===== config.mk =====
export PLATFORM = sky130hd
export DESIGN_NAME = controller
export DESIGN_NICKNAME = d
export VERILOG_FILES = /design/src/rtl/controller.sv
export SDC_FILE = /design/constraint.sdc
export NUM_CORES = 1
export LEC_CHECK = 0
export ABC_CLOCK_PERIOD_IN_PS = 2700
export CAP_MARGIN = 15
export CORE_MARGIN = 5
export CORE_UTILIZATION = 40
export CTS_BUF_LIST = sky130_fd_sc_hd__clkbuf_2
export CTS_CLUSTER_DIAMETER = 50
export DETAILED_ROUTE_END_ITERATION = 6
export GPL_ROUTABILITY_DRIVEN = 0
export PLACE_DENSITY_LB_ADDON = 0.15
export SETUP_SLACK_MARGIN = 0.02
export SYNTH_ARGS = -nofsm -noshare
export SYNTH_HDL_FRONTEND = slang
export SYNTH_SLANG_ARGS = --single-unit

===== constraint.sdc =====
create_clock -name I_CLK -period 2.7 [get_ports I_CLK]
set_input_delay 0.54 -clock I_CLK [delete_from_list [all_inputs] [get_ports I_CLK]]
set_output_delay 0.54 -clock I_CLK [all_outputs]
set_load 0.02 [all_outputs]

===== src/rtl/controller.sv =====
// ============================================================================
// Module      : controller
// Description : Multi-cycle fetch/decode/execute/writeback sequencer that
//               drives the regfile, ALU and memory port of a 16-bit datapath.
// Revision    : 1.0 - initial release
// ============================================================================
`default_nettype none

module controller #(
  parameter logic [15:0] P_RESET_PC   = 16'h0000,
  parameter logic [3:0]  P_CMP_OPCODE = 4'b1011
) (
  input  logic        I_CLK,
  input  logic        I_RESET,
  input  logic        I_ENABLE,
  input  logic [15:0] I_MEM_DATA,
  input  logic [15:0] I_REG_A_DATA,
  input  logic [15:0] I_REG_B_DATA,
  input  logic [4:0]  I_STATUS_FLAGS,
  output logic [15:0] O_MEM_ADDRESS,
  output logic        O_MEM_WRITE_ENABLE,
  output logic [15:0] O_MEM_WRITE_DATA,
  output logic [15:0] O_REG_WRITE_ENABLE,
  output logic [3:0]  O_REG_A_SELECT,
  output logic [3:0]  O_REG_B_SELECT,
  output logic [15:0] O_IMMEDIATE,
  output logic        O_IMMEDIATE_SELECT,
  output logic [3:0]  O_OPCODE,
  output logic        O_REGFILE_DATA_SELECT,
  output logic        O_DATAPATH_ENABLE,
  output logic [15:0] O_PC,
  output logic [4:0]  O_FLAGS,
  output logic [1:0]  O_STATE
);

  typedef enum logic [1:0] {
    S_FETCH     = 2'd0,
    S_DECODE    = 2'd1,
    S_EXECUTE   = 2'd2,
    S_WRITEBACK = 2'd3
  } state_t;

  localparam logic [3:0] c_OP_RTYPE = 4'b0000;
  localparam logic [3:0] c_OP_LOAD  = 4'b1000;
  localparam logic [3:0] c_OP_STORE = 4'b1001;
  localparam logic [3:0] c_OP_BCOND = 4'b1100;
  localparam logic [3:0] c_OP_JCOND = 4'b1110;

  state_t      r_state;
  state_t      w_next_state;
  logic [15:0] r_pc;
  logic [15:0] r_ir;
  logic [4:0]  r_psr;

  logic [15:0] w_pc_next;
  logic        w_psr_load;
  logic        w_reg_write;
  logic        w_mem_write;
  logic        w_dp_enable;
  logic        w_cond;
  logic        w_active;

  logic [3:0]  w_op;
  logic [3:0]  w_rd;
  logic [3:0]  w_ext;
  logic [3:0]  w_rs;
  logic [15:0] w_simm;
  logic [15:0] w_pc_inc;
  logic [3:0]  w_alu_opcode;

  assign w_op         = r_ir[15:12];
  assign w_rd         = r_ir[11:8];
  assign w_ext        = r_ir[7:4];
  assign w_rs         = r_ir[3:0];
  assign w_simm       = {{8{r_ir[7]}}, r_ir[7:0]};
  assign w_pc_inc     = r_pc + 16'd1;
  assign w_alu_opcode = (w_op == c_OP_RTYPE) ? w_ext : {1'b0, w_op[2:0]};

  // Condition is taken from the latched PSR, so it reflects flags as they
  // stood when EXECUTE began.
  always_comb begin
    w_cond = 1'b0;
    case (w_rd)
      4'd0:    w_cond =  r_psr[1];
      4'd1:    w_cond = ~r_psr[1];
      4'd2:    w_cond =  r_psr[4];
      4'd3:    w_cond = ~r_psr[4];
      4'd4:    w_cond =  r_psr[3];
      4'd5:    w_cond = ~r_psr[3];
      4'd6:    w_cond =  r_psr[0];
      4'd7:    w_cond = ~r_psr[0];
      4'd8:    w_cond =  r_psr[2];
      4'd9:    w_cond = ~r_psr[2];
      4'd14:   w_cond = 1'b1;
      default: w_cond = 1'b0;
    endcase
  end

  always_ff @(posedge I_CLK) begin
    if (I_RESET) begin
      r_state <= S_FETCH;
      r_pc    <= P_RESET_PC;
      r_ir    <= 16'h0000;
      r_psr   <= 5'b00000;
    end else if (I_ENABLE) begin
      r_state <= w_next_state;
      r_pc    <= w_pc_next;
      if (r_state == S_DECODE) begin
        r_ir <= I_MEM_DATA;
      end
      if (w_psr_load) begin
        r_psr <= I_STATUS_FLAGS;
      end
    end
  end

  always_comb begin
    w_next_state          = r_state;
    w_pc_next             = r_pc;
    w_psr_load            = 1'b0;
    w_reg_write           = 1'b0;
    w_mem_write           = 1'b0;
    w_dp_enable           = 1'b0;
    O_MEM_ADDRESS         = r_pc;
    O_MEM_WRITE_DATA      = 16'h0000;
    O_REG_A_SELECT        = w_rs;
    O_REG_B_SELECT        = w_rd;
    O_IMMEDIATE           = 16'h0000;
    O_IMMEDIATE_SELECT    = 1'b0;
    O_OPCODE              = 4'b0000;
    O_REGFILE_DATA_SELECT = 1'b0;

    case (r_state)
      S_FETCH: begin
        w_next_state = S_DECODE;
      end

      S_DECODE: begin
        w_next_state = S_EXECUTE;
      end

      S_EXECUTE: begin
        w_dp_enable  = 1'b1;
        w_next_state = S_FETCH;
        w_pc_next    = w_pc_inc;
        if (w_op[3] == 1'b0) begin
          // R-type (op 0) and I-type (op 1..7) share write and flag rules
          O_OPCODE       = w_alu_opcode;
          O_REG_A_SELECT = w_rs;
          O_REG_B_SELECT = w_rd;
          w_psr_load     = 1'b1;
          w_reg_write    = (w_alu_opcode != P_CMP_OPCODE);
          if (w_op != c_OP_RTYPE) begin
            O_IMMEDIATE        = w_simm;
            O_IMMEDIATE_SELECT = 1'b1;
          end
        end else begin
          case (w_op)
            c_OP_LOAD: begin
              O_REG_B_SELECT = w_rs;
              O_MEM_ADDRESS  = I_REG_B_DATA;
              w_next_state   = S_WRITEBACK;
              w_pc_next      = r_pc;
            end
            c_OP_STORE: begin
              O_REG_A_SELECT   = w_rd;
              O_REG_B_SELECT   = w_rs;
              O_MEM_ADDRESS    = I_REG_B_DATA;
              O_MEM_WRITE_DATA = I_REG_A_DATA;
              w_mem_write      = 1'b1;
            end
            c_OP_BCOND: begin
              if (w_cond) begin
                w_pc_next = r_pc + w_simm;
              end
            end
            c_OP_JCOND: begin
              O_REG_B_SELECT = w_rs;
              if (w_cond) begin
                w_pc_next = I_REG_B_DATA;
              end
            end
            default: begin
              w_pc_next = w_pc_inc;
            end
          endcase
        end
      end

      S_WRITEBACK: begin
        // Address held on rs so the loaded word stays stable across stalls
        w_dp_enable           = 1'b1;
        w_next_state          = S_FETCH;
        w_pc_next             = w_pc_inc;
        O_REG_B_SELECT        = w_rs;
        O_MEM_ADDRESS         = I_REG_B_DATA;
        O_REGFILE_DATA_SELECT = 1'b1;
        w_reg_write           = 1'b1;
      end

      default: begin
        w_next_state = S_FETCH;
      end
    endcase
  end

  assign w_active           = I_ENABLE & ~I_RESET;
  assign O_REG_WRITE_ENABLE = (w_reg_write && w_active) ? (16'h0001 << w_rd) : 16'h0000;
  assign O_MEM_WRITE_ENABLE = w_mem_write & w_active;
  assign O_DATAPATH_ENABLE  = w_dp_enable & w_active;
  assign O_PC               = r_pc;
  assign O_FLAGS            = r_psr;
  assign O_STATE            = r_state;

endmodule

`default_nettype wire


==> results_dict.tcl <==
set metrics [dict create \
    cts_tree "done" \
    die_h_microns 105 \
    synth-seq-area-share 0.216 \
    utilization 0.616 \
    p_per_area_nw_per_um2 227 \
    max-vdd-ir-drop_v 0.000175 \
    grt_max_degree 47 \
    fp.dieW_microns 105 \
    violations "setup timing" \
    drtAntennaViolNets 0 \
    cts_buffer_depth 2 \
    slew_violations 0 \
    final_common_cell "nand2_1" \
    p_sw_frac 0.322 \
    hold_depth 2 \
    power_uw 1220 \
    synthDistinctLibCells 64 \
    dp.cells 776 \
    final_cells 790 \
    synth-warning-count 0 \
    antenna_found_initial 0 \
    grt_pass1_vias 4086 \
    rsz0062_at_grt "yes" \
    post-dp-hpwl_microns 10500 \
    switching_power_uw 394 \
    track_usage 0.234 \
    start_kind "input port" \
    p_leak_uw 0.00250 \
    io_pins 159 \
    cp_cell_sequence "clkdlybuf4s50_1 > inv_1 > nor3b_2 > o21ai_1 > inv_1 > nand3_1 > nor3_2 > clkdlybuf4s15_2" \
    routed_wl_microns 13700 \
    endpoint_kind "primary output" \
    period_needed_ns 2.71 \
    route.detailed.drc 0 \
    wl_per_cell_microns 17.3 \
    fin_skew_ns 0.0285 \
    worst-path-max-fanout 4 \
    synth_area_leaders "dfxtp_1, nand2_1, a21oi_1" \
    ys_seq_elements 39 \
    dr_total_vias 4337 \
    cts_root_buffer "clkbuf_2" \
    cp_common_cell "inv_1" \
    drt-pass1-iter-count 5 \
    rows 34 \
    cellInternalPower_uw 830 \
    clock_sinks 39 \
    port_buffers 158 \
    cts_hold_buf 0 \
    synth.cell_area_sq_um 3620 \
    avgSynthCellArea_sq_um 7.03 \
    synth_cells 515 \
    pre_cts_ws_ns -0.401 \
    grt.overflow.total 0 \
    status "complete, but fails checks" \
    die_area_sq_um 11000 \
    fin_crit_sh 1.00 \
    start_util 0.413 \
    diodes 0 \
    clkPwrFrac 0.210 \
    worst_pin_slew_ns 0.560 \
    crit_type "input port to primary output" \
    area_delta_synth_final_pct 49.2 \
    setup_violations 1 \
    worstHoldPathType "register to register" \
    required_ns 2.16 \
    max_freq_mhz 370 \
    clkTransAtPathRegs_ns 0.20 \
    synth-main-ff-cell "dfxtp_1" \
    syn_nets 588 \
    min_from "r_ir[1]$_SDFFE_PP0P_" \
    synth_edf_count 0 \
    yosys.area.top_type "dfxtp_1" \
    cap_violations 0 \
    seqPwrFrac 0.505 \
    max_stage_delay_ns 0.48 \
    clock_latency_ns 0.42 \
    setup_slack_ns -0.00507 \
    worstReg2RegEnd "O_PC[14]$_SDFFE_PP0P_" \
    arrival_ns 2.17 \
    fin_area_sq_um 5400 \
    async_flop_share 0 \
    h-tree-depth 2 \
    finalHoldViolations 0 \
    grt_pass1_wl_microns 21500 \
    fin_nets 756 \
    core-area_sq_um 8760 \
    cts-buffers-inserted 5 \
    placed_area_sq_um 5400 \
    drt_iter0_markers 294 \
    r2r_setup_slack_ns 0.16 \
    synth.top_cell.area_share 0.216 \
    crit_slowest_cell "clkdlybuf4s50_1" \
    final_cell_mix "nand2_1, clkdlybuf4s50_1, a21oi_1" \
    pwr-share-comb 0.285 \
    reg2reg_from "r_ir[0]$_SDFFE_PP0P_" \
    drive_gt1_frac 0.188 \
    hold_path_end "r_ir[1]$_SDFFE_PP0P_" \
    viasPerCell 5.49 \
    relSlewSlack 0.623 \
    rr_worst_depth 10 \
]
-- synth_stat cells (4+ instances only) --
cell      number
nand2_1      103
ha_1          16
nand4_1        4
buf_4          8
a31oi_1        5
dfxtp_1       39
o211ai_1       4
nor3b_1        5
and3_1         9
o21ai_0       16
nand3_1       11
and2_1        25
a211oi_1       6
inv_1         12
xnor2_1        6
mux2_2        11
a21o_1         9
nor2_1        41
o21ai_1        7
a21oi_1       46
nor2b_1        7
buf_1          4
mux2i_1       13
clkbuf_1      23
nor3_1        15
o22ai_1        4
o31ai_1        4
nor4_1         6
-- cell families (layout without fill, tap and decap cells) --
kind of cell,Yosys count,after routing,share of synthesized area
simple gates,250,250,0.344
compound gates,124,124,0.219
buf+inv,53,220,0.0705
flops,39,39,0.216
mux,24,24,0.0702
fa+ha+maj,17,17,0.0609
xor+xnor,8,8,0.0194
-- stage by stage --
stage | TNS (ns) | hold slack, ns
after floorplan | 0 | 0.453
after global placement | -4.54 | 0.479
after detailed placement | -5.07 | 0.475
after CTS | -0.00314 | 0.501
after global routing | -0.249 | 0.540
final | -0.00507 | 0.506
-- power groups by stage --
stage	clock (uW)	sequential (uW)	combinational (uW)
after floorplan	0	624	156
after global placement	0	626	333
after detailed placement	0	626	337
after CTS	256	615	337
after global routing	281	621	378
final	257	618	348
-- layer usage --
| layer | vias up | share of wire | wire length [microns] | GRT usage |
|---|---|---|---|---|
| met5 | - | 0 | 0 | 0 |
| met4 | 0 | 0.014 | 193 | 0.0466 |
| met3 | 17 | 0.077 | 1050 | 0.0432 |
| met2 | 168 | 0.48 | 6540 | 0.388 |
| met1 | 1992 | 0.43 | 5890 | 0.318 |
| li1 | 2160 | - | - | - |
-- flip-flops by register name (all words and copies together), names as in the netlist --
signal and count:
O_STATE 2, r_ir 16, O_FLAGS 5, O_PC 16
-- what timing repair did --
action                                  CTS  global route
endpoints found under the setup margin   77            67
buffers inserted                          5             2
cloned                                    0             1
gates resized for setup                 109           101
pin swaps                                 0             2
-- worst max path at each step --
stage | from | endpoint | slack [ns] | cells after the start
3_3_place_gp | I_ENABLE | O_REG_WRITE_ENABLE[8] | -0.34 | 8
2_1_floorplan | O_STATE[1]$_SDFFE_PP0P_ | O_IMMEDIATE[10] | 0.03 | 6
3_5_place_dp | I_ENABLE | O_REG_WRITE_ENABLE[12] | -0.40 | 8
4_1_cts | I_ENABLE | O_REG_WRITE_ENABLE[12] | -0.003 | 8
6_report | I_ENABLE | O_REG_WRITE_ENABLE[12] | -0.005 | 8
5_1_grt | r_ir[15]$_SDFFE_PP0P_ | O_REG_B_SELECT[3] | -0.07 | 8
-- critical path, delay by kind of cell --
kind | cells | cell delay, ns
simple gates | 3 | 0.54
compound gates | 1 | 0.14
buf+inv | 4 | 0.95
-- layout make-up --
| class | count | area, sq um |
|---|---|---|
| fillers | 880 | 3370 |
| inverters | 12 | 45.0 |
| repair buffers | 202 | 1750 |
| flip-flops and latches | 39 | 785 |
| clock buffers | 6 | 30.0 |
| well taps | 108 | 135 |
| multi-input cells | 423 | 2650 |
Power figures use the tool's default switching activity.
